--- src/rtl/dpr_pkg.sv ---
// dpr_pkg -- shared types and constants for the multi-lane weight memory.
//   rd_state_t : burst read sequencer states
//   DPR_*      : default geometry (lanes, element width, depth, address widths)
//   lane_lsb() : bit offset of a lane's element inside a packed row
package dpr_pkg;

  localparam int DPR_LANES        = 4;
  localparam int DPR_ELEMENT_BITS = 8;
  localparam int DPR_RAM_DEPTH    = 27;
  localparam int DPR_ADDR_BITS    = 5;
  localparam int DPR_LANE_BITS    = 2;

  typedef enum logic {
    IDLE = 1'b0,
    RUN  = 1'b1
  } rd_state_t;

  function automatic int lane_lsb(input int lane, input int element_bits);
    return lane * element_bits;
  endfunction

endpackage

--- src/rtl/dpr_rd_seq.sv ---
// dpr_rd_seq -- burst read sequencer for dpr_bank.
// Walks rows base..base+len-1 (wrapping at RAM_DEPTH), issuing one row read
// per non-stalled cycle.
//   i_clk, i_rst_n      : clock, async active-low reset
//   i_start/i_base/i_len: burst request (accepted only in IDLE)
//   i_stall             : downstream hold, freezes the sequencer
//   o_busy              : burst in progress
//   o_rd_en/o_rd_addr   : row read issued this cycle and its address
//   o_rd_last           : the row read this cycle is the burst's final row
//   o_base_oob          : request rejected because base is past the last row
//
// state | meaning
// IDLE  | waiting for a burst request
// RUN   | issuing row reads, one per non-stalled cycle
import dpr_pkg::*;

module dpr_rd_seq #(
  parameter int RAM_DEPTH = DPR_RAM_DEPTH,
  parameter int ADDR_BITS = DPR_ADDR_BITS
) (
  input  logic                 i_clk,
  input  logic                 i_rst_n,
  input  logic                 i_start,
  input  logic [ADDR_BITS-1:0] i_base,
  input  logic [ADDR_BITS:0]   i_len,
  input  logic                 i_stall,
  output logic                 o_busy,
  output logic                 o_rd_en,
  output logic [ADDR_BITS-1:0] o_rd_addr,
  output logic                 o_rd_last,
  output logic                 o_base_oob
);

  localparam logic [ADDR_BITS:0]   DEPTH_W  = RAM_DEPTH[ADDR_BITS:0];
  localparam logic [ADDR_BITS-1:0] LAST_ROW = ADDR_BITS'(RAM_DEPTH - 1);
  localparam logic [ADDR_BITS:0]   REM_ONE  = (ADDR_BITS+1)'(1);

  rd_state_t             r_state;
  rd_state_t             w_state_nxt;
  logic [ADDR_BITS-1:0]  r_addr;
  logic [ADDR_BITS-1:0]  w_addr_nxt;
  logic [ADDR_BITS:0]    r_rem;
  logic [ADDR_BITS:0]    w_rem_nxt;

  always_ff @(posedge i_clk or negedge i_rst_n) begin
    if (!i_rst_n) begin
      r_state <= IDLE;
      r_addr  <= '0;
      r_rem   <= '0;
    end else begin
      r_state <= w_state_nxt;
      r_addr  <= w_addr_nxt;
      r_rem   <= w_rem_nxt;
    end
  end

  always_comb begin
    w_state_nxt = r_state;
    w_addr_nxt  = r_addr;
    w_rem_nxt   = r_rem;
    o_rd_en     = 1'b0;
    o_rd_last   = 1'b0;
    o_base_oob  = 1'b0;
    case (r_state)
      IDLE: begin
        if (i_start && (i_len != '0)) begin
          if ({1'b0, i_base} < DEPTH_W) begin
            w_state_nxt = RUN;
            w_addr_nxt  = i_base;
            w_rem_nxt   = i_len;
          end else begin
            o_base_oob = 1'b1;
          end
        end
      end
      RUN: begin
        if (!i_stall) begin
          o_rd_en    = 1'b1;
          o_rd_last  = (r_rem == REM_ONE);
          w_addr_nxt = (r_addr == LAST_ROW) ? '0 : r_addr + 1'b1;
          w_rem_nxt  = r_rem - 1'b1;
          if (r_rem == REM_ONE) begin
            w_state_nxt = IDLE;
          end
        end
      end
      default: w_state_nxt = IDLE;
    endcase
  end

  assign o_busy    = (r_state == RUN);
  assign o_rd_addr = r_addr;

endmodule

--- src/rtl/dpr_bank.sv ---
// dpr_bank -- multi-lane weight memory: LANES element columns sharing one row
// address space, element-granular writes, burst row reads to the array.
//   sys_clk, reset_n          : clock, async active-low reset (clears memory)
//   wr_cs/wr_we/wr_lane/wr_addr/wr_data : element write port
//   rd_start/rd_base/rd_len   : burst request
//   rd_stall                  : downstream hold
//   rd_busy/rd_valid/rd_last/rd_data    : burst status and registered row
//   err_oob                   : one-cycle pulse when a write or burst is
//                               dropped for being out of range
// Build option: DPR_BANK_BYPASS_EN forwards a same-cycle write into the row
// being read (write-first); without it the read returns the old element.
import dpr_pkg::*;

module dpr_bank #(
  parameter int LANES        = DPR_LANES,
  parameter int ELEMENT_BITS = DPR_ELEMENT_BITS,
  parameter int RAM_DEPTH    = DPR_RAM_DEPTH,
  parameter int ADDR_BITS    = DPR_ADDR_BITS,
  parameter int LANE_BITS    = DPR_LANE_BITS
) (
  input  logic                          sys_clk,
  input  logic                          reset_n,
  input  logic                          wr_cs,
  input  logic                          wr_we,
  input  logic [LANE_BITS-1:0]          wr_lane,
  input  logic [ADDR_BITS-1:0]          wr_addr,
  input  logic [ELEMENT_BITS-1:0]       wr_data,
  input  logic                          rd_start,
  input  logic [ADDR_BITS-1:0]          rd_base,
  input  logic [ADDR_BITS:0]            rd_len,
  input  logic                          rd_stall,
  output logic                          rd_busy,
  output logic                          rd_valid,
  output logic                          rd_last,
  output logic [LANES*ELEMENT_BITS-1:0] rd_data,
  output logic                          err_oob
);

  localparam logic [ADDR_BITS:0] DEPTH_W = RAM_DEPTH[ADDR_BITS:0];
  localparam logic [LANE_BITS:0] LANES_W = LANES[LANE_BITS:0];

  logic [ELEMENT_BITS-1:0]       r_mem [LANES][RAM_DEPTH];
  logic                          r_rd_valid;
  logic                          r_rd_last;
  logic [LANES*ELEMENT_BITS-1:0] r_rd_data;
  logic                          r_err_oob;

  logic                          w_wr_req;
  logic                          w_wr_ok;
  logic                          w_wr_oob;
  logic                          w_rd_en;
  logic [ADDR_BITS-1:0]          w_rd_addr;
  logic                          w_rd_last;
  logic                          w_base_oob;
  logic [LANES*ELEMENT_BITS-1:0] w_row_data;

  assign w_wr_req = wr_cs && wr_we;
  assign w_wr_ok  = w_wr_req && ({1'b0, wr_addr} < DEPTH_W) && ({1'b0, wr_lane} < LANES_W);
  assign w_wr_oob = w_wr_req && !w_wr_ok;

  dpr_rd_seq #(
    .RAM_DEPTH (RAM_DEPTH),
    .ADDR_BITS (ADDR_BITS)
  ) u_rd_seq (
    .i_clk      (sys_clk),
    .i_rst_n    (reset_n),
    .i_start    (rd_start),
    .i_base     (rd_base),
    .i_len      (rd_len),
    .i_stall    (rd_stall),
    .o_busy     (rd_busy),
    .o_rd_en    (w_rd_en),
    .o_rd_addr  (w_rd_addr),
    .o_rd_last  (w_rd_last),
    .o_base_oob (w_base_oob)
  );

  // Flop-based storage so reset can clear every element.
  always_ff @(posedge sys_clk or negedge reset_n) begin
    if (!reset_n) begin
      for (int k = 0; k < LANES; k++) begin
        for (int r = 0; r < RAM_DEPTH; r++) begin
          r_mem[k][r] <= '0;
        end
      end
    end else if (w_wr_ok) begin
      r_mem[wr_lane][wr_addr] <= wr_data;
    end
  end

  always_comb begin
    w_row_data = '0;
    for (int k = 0; k < LANES; k++) begin
      w_row_data[lane_lsb(k, ELEMENT_BITS) +: ELEMENT_BITS] = r_mem[k][w_rd_addr];
`ifdef DPR_BANK_BYPASS_EN
      if (w_wr_ok && (wr_lane == LANE_BITS'(k)) && (wr_addr == w_rd_addr)) begin
        w_row_data[lane_lsb(k, ELEMENT_BITS) +: ELEMENT_BITS] = wr_data;
      end
`endif
    end
  end

  // Output row register; a stall freezes it along with the sequencer.
  always_ff @(posedge sys_clk or negedge reset_n) begin
    if (!reset_n) begin
      r_rd_valid <= 1'b0;
      r_rd_last  <= 1'b0;
      r_rd_data  <= '0;
      r_err_oob  <= 1'b0;
    end else begin
      r_err_oob <= w_wr_oob || w_base_oob;
      if (!rd_stall) begin
        r_rd_valid <= w_rd_en;
        r_rd_last  <= w_rd_last;
        r_rd_data  <= w_rd_en ? w_row_data : '0;
      end
    end
  end

  assign rd_valid = r_rd_valid;
  assign rd_last  = r_rd_last;
  assign rd_data  = r_rd_data;
  assign err_oob  = r_err_oob;

endmodule
--- config.mk ---
export PLATFORM = sky130hd
export DESIGN_NAME = dpr_bank
export DESIGN_NICKNAME = d
export VERILOG_FILES = /design/src/rtl/dpr_pkg.sv /design/src/rtl/dpr_rd_seq.sv /design/src/rtl/dpr_bank.sv
export SDC_FILE = /design/constraint.sdc
export NUM_CORES = 1
export LEC_CHECK = 0
export ABC_CLOCK_PERIOD_IN_PS = 4500
export BUFFER_PORTS_ARGS = -buffer_cell sky130_fd_sc_hd__buf_4
export CORE_MARGIN = 4
export CORE_UTILIZATION = 48
export CTS_BUF_LIST = sky130_fd_sc_hd__clkbuf_4 sky130_fd_sc_hd__clkbuf_8 sky130_fd_sc_hd__clkbuf_16
export CTS_CLUSTER_SIZE = 12
export DETAILED_ROUTE_END_ITERATION = 10
export PLACE_DENSITY = 0.62
export SETUP_SLACK_MARGIN = 0.3
export SYNTH_ARGS = -nofsm -noshare
export SYNTH_HDL_FRONTEND = slang
export SYNTH_HIERARCHICAL = 1
export SYNTH_SLANG_ARGS = --single-unit
--- constraint.sdc ---
create_clock -name sys_clk -period 4.5 [get_ports sys_clk]
set_input_delay 0.45 -clock sys_clk [delete_from_list [all_inputs] [get_ports sys_clk]]
set_output_delay 0.45 -clock sys_clk [all_outputs]
set_load 0.05 [all_outputs]
# --- Word-level counts from Yosys, hierarchy flattened ---
# Cells that the tools add are included.
word_totals:
  reg_bits: 911
  input_bits: 32
  out_inout_bits: 36
  wordCells: 181
op_classes:
  n_addsub: 2
  n_lt_le_gt_ge: 7
  eq_ne: 5
  mux: 38
  n_bitwise: 4
  reduce_logical: 10
ops:
  columns: ["op", "n"]
  rows:
  - ["$bwmux 864", 1]
  - ["$demux 216 s2", 1]
  - ["$mux 216", 1]
  - ["$bmux 8 s5", 4]
  - ["$mux 8", 9]
  - ["$demux 8 s5", 1]
  - ["$mux 32", 1]
  - ["$mux 5", 4]
  - ["$mux 6", 3]
  - ["$ge 6x6->1 const B", 2]
  - ["$not 5->6", 2]
  - ["$pmux 6 s2", 1]
  - ["$lt 5x5->1 const B", 2]
  - ["$mux 1", 10]
  - ["$pmux 5 s2", 1]
  - ["$eq 6x1->1 const B", 1]
  - ["$logic_and 1x1->1", 6]
  - ["$lt 6x1->1 const B", 1]
  - ["$reduce_bool 6->1", 1]
  - ["$sub 6x1->6 const B", 1]
  - ["$add 5x1->5 const B", 1]
  - ["$eq 5x5->1 const B", 1]
  - ["$ne 2x1->1 const B", 2]
  - ["$ge 3x3->1 const B", 1]
  - ["8 further kinds", 8]

# --- Depth between registers and ports, before layout ---
# Gate-level depths: netlist (run 1).
logic_depth:
  depth_word: 8
  ltp_mapped: 9
  mapped_depth_nobuf: 6

# --- Modules after synthesis ---
# The synthesis (run 1) kept the hierarchy.
by_module_without_submodules:
  columns: ["mod", "instances", "cells_each", "area_each_um2", "seq_area_each_um2"]
  rows:
  - ["dpr_bank", 1, 2952, 41462.3, 22496.6]
  - ["dpr_rd_seq", 1, 87, 883.3, 300.3]

# --- Worst setup path after synthesis (run 1) ---
# Ideal clock, no wire load.
synth_path:
  path_type: "input-to-reg"
  from: "input port wr_addr[0]"
  to: "register r_mem[328] (netlist name)"
  setup_ns: 0.125
  arrival_time_ns: 2.198
  required_time_ns: 4.375
  path_slack_ns: 2.177
  path_stages: 7
  n_path_buf: 3
  cell_sequence: "buf_2 -> a21o_1 -> a2111o_1 -> buf_2 -> buf_4 -> nor2_2 -> mux2_2"
synth_via:
  elab_chain_len: 8
synth_lines:
  columns: ["item", "line_no", "text"]
  rows:
  - ["start, declared", "dpr_bank.sv:26", "input logic [ADDR_BITS-1:0] wr_addr,"]
  - ["$not 5->6 (implied by the code)", "dpr_bank.sv:87", "r_mem[wr_lane][wr_addr] <= wr_data;"]
  - ["$ge 6x6->1 (implied by the code) or $lt 6x1->1 (tied branches)", "dpr_bank.sv:87", null]
  - ["$logic_and 1x1->1 (implied by the code)", "dpr_bank.sv:87", null]
  - ["$mux 8 (implied by the code)", "dpr_bank.sv:87", null]
  - ["$demux 8 s5", "dpr_bank.sv:87", null]
  - ["$mux 216 (implied by the code)", "dpr_bank.sv:87", null]
  - ["$demux 216 s2", "dpr_bank.sv:87", null]
  - ["$bwmux 864", "dpr_bank.sv:87", null]
  - ["end signal, assigned by index", "dpr_bank.sv:87", null]
  - ["end, declared", "dpr_bank.sv:42", "logic [ELEMENT_BITS-1:0] r_mem [LANES][RAM_DEPTH];"]
# Several ways; a longest one is shown, not always the timed one.
# A chain may end at the register's enable or synchronous reset.

# --- Final worst setup path (run 1) ---
layout_path:
  from: "register u_rd_seq.r_addr[2], in the netlist u_rd_seq/o_rd_addr[2]"
  to: "register r_rd_data[20], in the netlist rd_data[20]"
layout_via:
  elab_chain_len: 5
layout_lines:
  columns: ["item", "line_no", "text"]
  rows:
  - ["start, declared", "dpr_rd_seq.sv:40", "logic [ADDR_BITS-1:0] r_addr;"]
  - ["start signal, assigned", "dpr_rd_seq.sv:52", "r_addr <= w_addr_nxt;"]
  - ["$not 5->6 (implied by the code)", "dpr_bank.sv:94", "w_row_data[lane_lsb(k, ELEMENT_BITS) +: ELEMENT_BITS] = r_mem[k][w_rd_addr];"]
  - ["$bmux 8 s5", "dpr_bank.sv:94", null]
  - ["$mux 8 (implied by the code) (2 in a row)", "dpr_bank.sv:94", null]
  - ["$mux 32", "dpr_bank.sv:115", "r_rd_data <= w_rd_en ? w_row_data : '0;"]
  - ["end signal, assigned", "dpr_bank.sv:115", null]
  - ["end, declared", "dpr_bank.sv:45", "logic [LANES*ELEMENT_BITS-1:0] r_rd_data;"]
# Every way passes these cells. The select of a mux whose other input is x is not followed.

==> parameters.txt, run 1 <==
Parameter                              Value

Status
  Outcome ... complete, no violations

CTS
  Maximum level of the CTS H-tree ... 3
  Clock Sink Count ... 911
  Number of buffers inserted by post-CTS setup repair ... 0
  Clock-pin transition on the worst setup and hold timing paths ... 0.06 ns
  Worst-case clock buffer depth ... 3
  Clock root buffer ... sky130_fd_sc_hd__clkbuf_16
  Post-cts resize count ... 0
  Clock tree from TritonCTS ... yes
  Clock insertion delay at the later pin of the skew report ... 0.66 ns
  Num CTS Buffers ... 100

Critical path
  Worst endpoint data arrival time ... 3.54 ns
  Startpoint kind of the worst setup timing path ... flip-flop
  Maximum fanout count along the critical path ... 41
  Critical Path RT ... 5.02 ns
  Capturing element type of the critical path ... flip-flop
  Critical Setup Path Class ... flip-flop to flip-flop

Floorplanning
  Core Footprint ... 87,200 um2
  Placement row count ... 108
  Total I/O pin count ... 68
  Height of the chip ... 305 um
  Initial cell density of the core ... 48.6%
  Die X-Extent ... 305 um
  Floorplan die area ... 93,000 um2

Power and ir drop
  Relative contribution of combinational cells to total power ... 24.8%
  Sw power ... 7610 uW
  Internal power ... 16,100 uW
  Static Leakage ... 0.0229 uW
  Maximum vdd drop ... 0.895 mV
  Power Dens Cells ... 498 nW/um2
  Switching part of the total power ... 32.1%
  Part of the power in registers ... 39.5%
  Share of total power in the clock network ... 35.7%

Synth
  Post-synth EDFFs ... 0
  Synthesized netlist cell count ... 3,039
  Count of different cell masters after synthesis ... 62
  Library cell with the largest summed area after synthesis ... sky130_fd_sc_hd__dfrtp_1
  Ys async rst share ... 100%
  Area share of the largest cell type after synthesis ... 53.8%
  Primary flip-flop cell chosen by synthesis mapping ... sky130_fd_sc_hd__dfrtp_1
  Number of flip-flops and latches in the synthesized netlist ... 911
  Mapped cell area ... 42,300 um2
  Number of nets in the synthesized netlist ... 3,075
  Synthesized area per cell ... 13.9 um2
  Number of warnings reported in the yosys synthesis log ... 6
  Cells taking the most area after synthesis ... sky130_fd_sc_hd__dfrtp_1 (54%), sky130_fd_sc_hd__mux2_2 (23%), sky130_fd_sc_hd__mux2i_1 (7.7%), sky130_fd_sc_hd__mux4_2 (3.4%), sky130_fd_sc_hd__clkbuf_1 (1.7%)
  Share of synthesized area occupied by flip-flops and latches ... 53.8%

STA
  RSZ-0062 raised after global routing ... false
  Worst relative slew slack ... 17.9%
  Tmin final ... 3.02 ns
  Max Freq ... 331 MHz
  Max-slew violation count ... 0
  Fin crit share ... 67.0%
  Transition time at the pin with the least slew margin ... 1.23 ns
  Final count of negative-setup-slack endpoints ... 0
  Hold Fails Final Rpt ... 0
  Summed negative setup slack over all endpoints ... 0 ns
  Clock Skew ... 0.0211 ns

Finish
  Leading cell type in the layout, fill and taps excluded ... sky130_fd_sc_hd__dfrtp_1
  Fraction of final layout cells sized beyond drive strength 1 ... 43.9%
  Count of placed standard cells in the final layout, fillers left out ... 4,272
  Area growth syn-to-layout ... 12.3%
  Final #Nets ... 3,068
  Number of filler cells placed in the layout ... 7,101
  Top library cells by usage in the layout, fill and taps aside ... sky130_fd_sc_hd__dfrtp_1 (906), sky130_fd_sc_hd__mux2_2 (863), sky130_fd_sc_hd__mux2i_1 (324)

Routing
  DRC viols ... 0
  Vias/cell ... 6.09
  Total number of vias ... 26,000
  Router iterations before antenna repair ... 7
  Total routed wirelength ... 113,000 um
  Initial DRC count ... 1,839
  Final antenna-violating net count ... 0
  Routed wirelength normalized by instance count ... 26.4 um

Global routing
  Global route overflow ... 0
  Vias in the first global route ... 28,000
  Antenna violations before repair ... 2
  First-pass GRT wire length ... 175,000 um
  Maximum number of pins on one net before global-route repair ... 113
  Overall routing resource usage ... 24.2%

Placed design
  Weighted congestion at the end of routability-driven global placement ... 0.828
  Number of port buffers ... 67
  Post-Place Cells ... 4,082
  Detailed Place HPWL ... 71,500 um

Worst hold path
  Type of the most critical hold path ... input pin to flip-flop

Flow run
  Number of max-cap violations ... 0
critical path, cell delays in order, from the launching register on:
cell and delay (ns):
sky130_fd_sc_hd__dfrtp_4 0.90, sky130_fd_sc_hd__and2_1 1.02, sky130_fd_sc_hd__buf_4 0.42, sky130_fd_sc_hd__a22oi_1 0.18, sky130_fd_sc_hd__nand4_1 0.16, sky130_fd_sc_hd__a32oi_1 0.11
metrics by stage:
step	total power [uW]	area [um2]	utilization (%)	hold slack (ns)	setup slack [ns]
2_1_floorplan	13200	42300	-	0.154	2.18
3_3_place_gp	15300	44000	50.5	0.475	1.35
3_5_place_dp	15400	44000	50.5	0.485	1.33
4_1_cts	23900	47600	54.6	0.0249	1.55
5_1_grt	24700	47600	54.6	0.0465	1.39
6_report	23700	47600	54.6	0.0713	1.48
cell families after synthesis:
family,after synthesis,synth area share (%)
AO/OA/AOI/OAI,258,4.83
adder cells (fa/ha/maj),4,0.118
buffers and inverters,256,2.45
AND/OR/NAND/NOR,354,4.59
flip-flops,911,53.8
multiplexers,1256,34.2
routing by layer:
metal / GRT usage, % / part of all wire, %
met5: 0 / 0
met4: 7.19 / 3.0
met3: 3.83 / 4.5
met2: 38.6 / 47
met1: 34.4 / 46
state kept, by name (all words and copies together), names as in the netlist:
register,cells
err_oob,1
r_mem,864
rd_last,1
u_rd_seq/o_rd_addr,5
u_rd_seq/r_rem,6
rd_valid,1
rd_data,32
u_rd_seq/o_busy,1
area by class of cell:
cell class | instances | area (um2) | share of cell area, %
Clock buffer | 159 | 3210 | 6.75
Antenna cell | 2 | 5.00 | 0.0105
Sequential cell | 911 | 22800 | 48.0
Clock inverter | 26 | 297 | 0.623
Timing Repair Buffer | 138 | 1200 | 2.53
Inverter | 9 | 33.8 | 0.0710
Tap cell | 1155 | 1450 | 3.04
Multi-Input combinational cell | 1872 | 18600 | 39.0
cell usage after synthesis (all sizes together), types with 2 or more instances:
cell,n
o31ai,3
and2,5
o2111ai,2
nor2b,8
nor3b,6
clkbuf,194
or2,32
nor3,5
a221oi,33
nand2,97
buf,53
and3,4
ha,4
mux4,64
or3,5
nand3,56
dfrtp,911
inv,9
a21o,2
a211oi,2
a21oi,36
mux2i,324
a221o,6
and3b,3
mux2,868
a32oi,32
nand2b,6
nand4,36
o2bb2ai,36
a22oi,96
nor2,86
path summary, 6_finish.rpt:
check | from | to | depth (start not counted) | slack [ns]
max | u_rd_seq/o_rd_addr[2]$_DFFE_PN0P_ | rd_data[20]$_DFFE_PN0N_ | 5 | 1.48
min | rd_len[2] | u_rd_seq/r_rem[2]$_DFFE_PN0P_ | 2 | 0.07
max reg2reg | u_rd_seq/o_rd_addr[2]$_DFFE_PN0P_ | rd_data[20]$_DFFE_PN0N_ | 5 | 1.48
min reg2reg | r_mem[244]$_DFFE_PN0P_ | r_mem[244]$_DFFE_PN0P_ | 1 | 0.50
max in group asynchronous | reset_n | r_mem[238]$_DFFE_PN0P_ | 3 | 2.71
min in group asynchronous | reset_n | r_mem[147]$_DFFE_PN0P_ | 2 | 0.48
power by group through the flow:
stage          combinational [uW]  sequential [uW]  clock, uW
2_1_floorplan                3800             9440          0
3_3_place_gp                 5810             9460          0
3_5_place_dp                 5880             9500          0
4_1_cts                      5900             9350       8670
5_1_grt                      6230             9420       9030
6_report                     5880             9360       8470
repair_timing:
action / CTS / global route
setup endpoints to repair: 0 / 0
hold endpoints to repair: 29 / 0
hold buffers: 3 / 0
No activity file was read; power rests on OpenSTA's default activity.
==> inputs of run 2 (changes only) <==
Settings changed: ABC_CLOCK_PERIOD_IN_PS 4500 to 2800.
Clock period 4.5 ns to 2.8 ns, I/O delays scaled along.
==> run 2 against run 1 <==
  * Via count grew 1.3%
  * Power grew 61%
  * First-iteration DRC count shrank 4.9%
  * Sequential power grew 58%
  * Sequential share of layout area shrank 0.90 points
  * Die area is the same
  * Largest power group unchanged
==> parameters.txt, run 2 (synthesis results as in run 1) <==
Parameter                              Value

Status
  Outcome ... complete, no violations

Power and ir drop
  Power Dens Cells ... 788 nW/um2 (+58%)
  Static Leakage ... 0.0234 uW (+2.3%)
  Maximum vdd drop ... 0.842 mV (-5.9%)

STA
  Tmin final ... 2.43 ns (-0.589 ns)
  Clock Skew ... 0.0191 ns (-0.00204 ns)
  Worst relative slew slack ... 37.8% (+20 points)
  Transition time at the pin with the least slew margin ... 0.933 ns (-0.299 ns)
  Hold Fails Final Rpt ... 0 (unchanged)
  Worst-case hold slack ... 0.0675 ns (-0.00379 ns)
  Final count of negative-setup-slack endpoints ... 0 (unchanged)
  Summed negative setup slack over all endpoints ... 0 ns (unchanged)
  Max-slew violation count ... 0 (unchanged)
  Fin crit share ... 86.7% (+20 points)
  RSZ-0062 raised after global routing ... false
  Max Freq ... 412 MHz (+24%)

Floorplanning
  Core Footprint ... 87,200 um2 (unchanged)
  Floorplan die area ... 93,000 um2 (unchanged)
  Die X-Extent ... 305 um (unchanged)
  Placement row count ... 108 (unchanged)
  Height of the chip ... 305 um (unchanged)
  Initial cell density of the core ... 48.6% (unchanged)
  Total I/O pin count ... 68 (unchanged)

Finish
  Area used by sequential logic in the layout ... 22,800 um2 (unchanged)
  Number of flip-flops under the largest register name ... 864 (unchanged)
  Number of filler cells placed in the layout ... 7,020 (-1.1%)
  Leading cell type in the layout, fill and taps excluded ... sky130_fd_sc_hd__dfrtp_1
  Total area of multi-input combinational cells ... 18,600 um2 (+0.10%)
  Ant diodes ... 0 (-2)
  Area growth syn-to-layout ... 14.5%
  Final #Nets ... 3,165 (+3.2%)
  Top library cells by usage in the layout, fill and taps aside ... sky130_fd_sc_hd__dfrtp_1 (906), sky130_fd_sc_hd__mux2_2 (863), sky130_fd_sc_hd__mux2i_1 (324)
  Fraction of final layout cells sized beyond drive strength 1 ... 45.2% (+1.3 points)
  Top reg by flops ... r_mem

CTS
  Clock root buffer ... sky130_fd_sc_hd__clkbuf_16
  Clock-pin transition on the worst setup and hold timing paths ... 0.06 ns (about the same)
  Maximum level of the CTS H-tree ... 3 (unchanged)
  Number of buffers inserted by post-CTS setup repair ... 0 (unchanged)
  Num CTS Buffers ... 99 (-1.0%)
  Worst-case clock buffer depth ... 3 (unchanged)
  Clock tree from TritonCTS ... yes
  Clock insertion delay at the later pin of the skew report ... 0.66 ns (about the same)
  Clock Sink Count ... 911 (unchanged)

Critical path
  Cell-by-cell trace of the critical path ... buf_4 > mux2i_1 > a22oi_1 > nand3_1 > a32oi_1
  Capturing element type of the critical path ... flip-flop
  Maximum fanout count along the critical path ... 50 (+22%)
  Critical-path cell with the highest stage delay ... sky130_fd_sc_hd__buf_4
  Critical Setup Path Class ... flip-flop to flip-flop
  Peak per-stage delay on the critical path ... 0.72 ns (-0.30 ns)
  Family of cells with the greatest summed delay on the critical path ... buffers and inverters
  Total buffers and inverters traversed by the critical path ... 1 (unchanged)
  Critical Path RT ... 3.35 ns (-1.67 ns)
  Startpoint kind of the worst setup timing path ... flip-flop
  Worst endpoint data arrival time ... 2.98 ns (-0.56 ns)

Placed design
  Number of port buffers ... 67 (unchanged)
  Weighted congestion at the end of routability-driven global placement ... 0.833 (+0.58%)
  Detailed Place HPWL ... 76,400 um (+6.8%)

Routing
  Vias/cell ... 6.04 (-0.78%)
  DRC viols ... 0 (unchanged)
  Final antenna-violating net count ... 0 (unchanged)
  Total routed wirelength ... 116,000 um (+2.9%)
  Routed wirelength normalized by instance count ... 26.6 um (+0.80%)
  Initial DRC count ... 1,749 (-4.9%)
  Total number of vias ... 26,400 (+1.3%)
  Router iterations before antenna repair ... 5 (-2)

Global routing
  Overall routing resource usage ... 24.8% (+0.58 points)
  Global route overflow ... 0 (unchanged)
  Maximum number of pins on one net before global-route repair ... 77 (-32%)
  Antenna violations before repair ... 1 (-1)
  First-pass GRT wire length ... 179,000 um (+2.4%)
  Vias in the first global route ... 28,400 (+1.7%)

Worst hold path
  Type of the most critical hold path ... input pin to flip-flop

Flow run
  Number of max-cap violations ... 0 (unchanged)
-- run 2: changes by cell type in the layout (fill, tap and decap cells not counted), sizes merged --
cell | before | now
buf | 135 | 224
bufinv | 5 | 2
clkbuf | 159 | 155
clkinv | 20 | 18
clkinvlp | 0 | 2
diode | 2 | 0
dlygate4sd3 | 3 | 11
nor2b | 8 | 9
-- run 2: metrics by stage --
stage / cells / util [%] / total power, uW / area, um2 / setup slack [ns]
finish: 4361 / 55.6 / 38200 / 48500 / 0.372
global route: 4361 / 55.6 / 39600 / 48500 / 0.316
CTS: 4360 / 55.6 / 38400 / 48500 / 0.297
detailed placement: 4171 / 51.6 / 25200 / 45000 / 0.224
global placement: 4171 / 51.6 / 25000 / 45000 / 0.297
floorplan: 3039 / - / 21300 / 42300 / 0.647
-- run 2: layout make-up --
class / instances / area share (%)
timing repair buffer: 235 / 4.64
clock buffer: 155 / 6.57
tap: 1155 / 2.98
sequential: 911 / 47.1
clock inverter: 23 / 0.359
multi-input combinational: 1873 / 38.3
inverter: 9 / 0.0697
-- run 2: worst paths after layout --
kind / from / to / slack [ns] / depth (start not counted)
max in group asynchronous: reset_n / r_mem[700]$_DFFE_PN0P_ / 1.55 / 3
setup / recovery: u_rd_seq/o_rd_addr[0]$_DFFE_PN0P_ / rd_data[18]$_DFFE_PN0N_ / 0.37 / 5
min in group asynchronous: reset_n / r_mem[130]$_DFFE_PN0P_ / 0.32 / 2
hold reg to reg: rd_valid$_DFFE_PN0N_ / rd_valid$_DFFE_PN0N_ / 0.48 / 2
hold / removal: rd_len[5] / u_rd_seq/r_rem[5]$_DFFE_PN0P_ / 0.07 / 3
setup reg to reg: u_rd_seq/o_rd_addr[0]$_DFFE_PN0P_ / rd_data[18]$_DFFE_PN0N_ / 0.37 / 5
-- run 2: power by group --
part           switching [uW]  leakage (uW)  internal (uW)
sequential                893        0.0125          14000
combinational            6180       0.00917           3940
clock                    5270       0.00170           7950
total                   12300        0.0234          25800
-- run 2: repair_timing --
item / 4_1_cts / 5_1_grt
setup endpoints to repair: 1 / 26
cloned: 0 / 1
pin swaps: 0 / 0
gates resized for setup: 0 / 2
hold buffers: 11 / 0
hold endpoints to repair: 54 / 0
-- run 2: routing by layer --
metal	up-vias	part of all wire (%)	routed length [um]	GRT usage, %
met5	-	0.011	13	0
met4	2	2.5	2940	6.68
met3	168	4.1	4700	3.46
met2	609	47	55000	40.0
met1	14200	46	53300	35.4
li1	11400	-	-	-
-- run 2: worst register-to-register path, stage by stage, from the launching register on --
cell and delay, ns:
sky130_fd_sc_hd__dfrtp_4 0.57, sky130_fd_sc_hd__buf_4 0.73, sky130_fd_sc_hd__mux2i_1 0.23, sky130_fd_sc_hd__a22oi_1 0.28
sky130_fd_sc_hd__nand3_1 0.28, sky130_fd_sc_hd__a32oi_1 0.24
==> inputs of run 3 (changes only) <==
Settings changed: REMOVE_ABC_BUFFERS from default to 1.
==> run 3 against run 2 <==
  * Worst hold slack gained 0.0063 ns
  * Sequential power about the same
  * Via count is 0.11% lower
  * Design area fell by 0.38%
  * Critical endpoint is now rd_data[26]$_DFFE_PN0N_
  * Largest cell class unchanged
  * First-iteration DRC count rose by 8.4%
  * Global-route usage is 0.20 points higher
  * Critical path type unchanged
  * Routed wire length rose by 0.31%
  * Cell count down 0.28%
==> parameters.txt, run 3 (synthesis results as in run 1) <==
Parameter                              Value

Finish
  Final #Nets ... 3,152 (-0.41%)
  Number of flip-flops under the largest register name ... 864 (unchanged)
  Number of filler cells placed in the layout ... 6,958 (-0.88%)
  Top library cells by usage in the layout, fill and taps aside ... sky130_fd_sc_hd__dfrtp_1 (907), sky130_fd_sc_hd__mux2_2 (863), sky130_fd_sc_hd__mux2i_1 (324)
  Area growth syn-to-layout ... 14.1%
  Leading cell type in the layout, fill and taps excluded ... sky130_fd_sc_hd__dfrtp_1
  Final standard cell area without fillers ... 48,300 um2 (-0.38%)
  Top reg by flops ... r_mem
  Count of placed standard cells in the final layout, fillers left out ... 4,349 (-0.28%)
  Fraction of final layout cells sized beyond drive strength 1 ... 44.8% (-0.37 points)
  Post-layout utilization of the core ... 55.4% (-0.21 points)

Placed design
  Number of port buffers ... 67 (unchanged)
  Area after detailed placement ... 44,800 um2 (-0.39%)
  Post-Place Cells ... 4,159 (-0.29%)
  Weighted congestion at the end of routability-driven global placement ... 0.834 (+0.14%)
  Detailed Place HPWL ... 76,200 um (-0.16%)
  Post-placement worst setup slack ... 0.196 ns (-0.0281 ns)

Routing
  Vias/cell ... 6.05 (+0.17%)
  Routed wirelength normalized by instance count ... 26.8 um (+0.58%)
  Router iterations before antenna repair ... 7 (+2)
  Final antenna-violating net count ... 0 (unchanged)
  DRC viols ... 0 (unchanged)
  Total number of vias ... 26,300 (-0.11%)
  Total routed wirelength ... 116,000 um (+0.31%)
  Initial DRC count ... 1,896 (+8.4%)

Global routing
  Met1 global-route usage ... 35.7% (+0.33 points)
  Most used routing layer in global routing ... met2
  Antenna violations before repair ... 6 (+5)
  Overall routing resource usage ... 25.0% (+0.20 points)
  Fraction of met2 tracks used by global routing ... 39.2% (-0.85 points)
  First-pass GRT wire length ... 179,000 um (+0.14%)
  GR met3 Demand/Resource ... 4.98% (+1.5 points)
  Vias in the first global route ... 27,800 (-2.1%)
  Maximum number of pins on one net before global-route repair ... 90 (+17%)
  Global route overflow ... 0 (unchanged)

Critical path
  Critical-path cell with the highest stage delay ... sky130_fd_sc_hd__and2_1
  Peak per-stage delay on the critical path ... 0.89 ns (+0.17 ns)
  Worst endpoint data arrival time ... 2.92 ns (-0.06 ns)
  Critical Path RT ... 3.32 ns (-0.03 ns)
  Capturing element type of the critical path ... flip-flop
  Maximum fanout count along the critical path ... 21 (-58%)
  Cell-by-cell trace of the critical path ... and2_1 > buf_4 > a22oi_1 > nand4_1 > a32oi_1
  Startpoint kind of the worst setup timing path ... flip-flop
  Critical Setup Path Class ... flip-flop to flip-flop

Floorplanning
  Height of the chip ... 305 um (unchanged)
  Die X-Extent ... 305 um (unchanged)
  Total I/O pin count ... 68 (unchanged)
  Initial cell density of the core ... 48.6% (unchanged)
  Floorplan die area ... 93,000 um2 (unchanged)
  Placement row count ... 108 (unchanged)
  Core Footprint ... 87,200 um2 (unchanged)

Flow run
  Number of max-cap violations ... 0 (unchanged)

Status
  Outcome ... complete, no violations

Power and ir drop
  Overall power of the completed layout ... 38,200 uW (about the same)
  Static Leakage ... 0.0233 uW (-0.50%)
  Power Dens Cells ... 790 nW/um2 (+0.29%)
  Maximum vdd drop ... 0.800 mV (-5.0%)

CTS
  Num CTS Buffers ... 98 (-1.0%)
  Maximum level of the CTS H-tree ... 3 (unchanged)
  Clock insertion delay at the later pin of the skew report ... 0.66 ns (about the same)
  Clock root buffer ... sky130_fd_sc_hd__clkbuf_16
  Clock-pin transition on the worst setup and hold timing paths ... 0.06 ns (about the same)
  Clock Sink Count ... 911 (unchanged)
  Number of buffers inserted by post-CTS setup repair ... 0 (unchanged)
  Clock tree from TritonCTS ... yes
  Worst-case clock buffer depth ... 3 (unchanged)

STA
  Post-route worst setup slack ... 0.400 ns (+0.0279 ns)
  Final count of negative-setup-slack endpoints ... 0 (unchanged)
  Fin crit share ... 85.7% (-0.99 points)
  Max Freq ... 417 MHz (+1.2%)
  RSZ-0062 raised after global routing ... false
  Transition time at the pin with the least slew margin ... 1.09 ns (+0.153 ns)
  Worst relative slew slack ... 27.6% (-10 points)
  Tmin final ... 2.40 ns (-0.0279 ns)
  Clock Skew ... 0.0175 ns (-0.00156 ns)
  Max-slew violation count ... 0 (unchanged)
  Hold Fails Final Rpt ... 0 (unchanged)

Worst hold path
  Type of the most critical hold path ... input pin to flip-flop
==> run 3: cell types whose count changed in the layout (fill, tap and decap cells not counted), moves of 6 or more <==
cell | previous run | this run
sky130_fd_sc_hd__buf_12 | 36 | 30
sky130_fd_sc_hd__buf_4 | 187 | 181
sky130_fd_sc_hd__clkbuf_4 | 17 | 26
sky130_fd_sc_hd__clkbuf_8 | 35 | 26
sky130_fd_sc_hd__clkinv_2 | 18 | 7
sky130_fd_sc_hd__diode_2 | 0 | 6
==> run 3: final cells by class <==
cell class / instances / area (um2) / share of cell area [%]
Tap cell: 1155 / 1450 / 2.99
Multi-Input combinational cell: 1872 / 18600 / 38.4
Timing Repair Buffer: 224 / 2090 / 4.34
Sequential cell: 911 / 22800 / 47.2
Inverter: 9 / 33.8 / 0.0699
Antenna cell: 6 / 15.0 / 0.0311
Clock buffer: 152 / 3060 / 6.33
Clock inverter: 20 / 277 / 0.573
==> run 3: critical path, delay by kind of cell (launching register included) <==
kind / cells / cell delay, ns
AOI/OAI and AO/OA: 2 / 0.24
buffers and inverters: 1 / 0.36
DFF: 1 / 0.57
and+or+nand+nor: 2 / 1.07
==> run 3: final timing paths <==
kind,start,depth (start not counted),slack [ns],end
max,u_rd_seq/o_rd_addr[2]$_DFFE_PN0P_,5,0.40,rd_data[26]$_DFFE_PN0N_
min,rd_len[5],3,0.07,u_rd_seq/r_rem[5]$_DFFE_PN0P_
max reg2reg,u_rd_seq/o_rd_addr[2]$_DFFE_PN0P_,5,0.40,rd_data[26]$_DFFE_PN0N_
min reg2reg,rd_valid$_DFFE_PN0N_,2,0.49,rd_valid$_DFFE_PN0N_
max in group asynchronous,reset_n,3,1.47,r_mem[141]$_DFFE_PN0P_
min in group asynchronous,reset_n,2,0.27,r_mem[504]$_DFFE_PN0P_
==> run 3: what timing repair did <==
action                                  in CTS  in global routing
hold buffers                                12                  0
endpoints found under the setup margin      17                  7
hold endpoints to repair                    46                  0
resized for setup                            2                  1
==> run 3: stage by stage <==
| stage | hold slack [ns] | TNS, ns |
|---|---|---|
| after floorplan | -0.0156 | -278.26 |
| after global placement | 0.357 | 0 |
| after detailed placement | 0.359 | 0 |
| after CTS | 0.0395 | 0 |
| after global routing | 0.0737 | 0 |
| final | 0.0739 | 0 |
==> run 3: per-layer routing <==
layer	share of wire, %	vias to the layer above
li1	-	11400
met5	0.011	-
met4	2.1	2
met3	5.7	137
met1	45	14200
met2	47	653
==> run 3: report_power, final <==
group | internal [uW] | total [uW] | switching, uW
Combinational | 3870 | 10200 | 6360
Clock | 7940 | 13200 | 5250
Sequential | 14000 | 14700 | 781
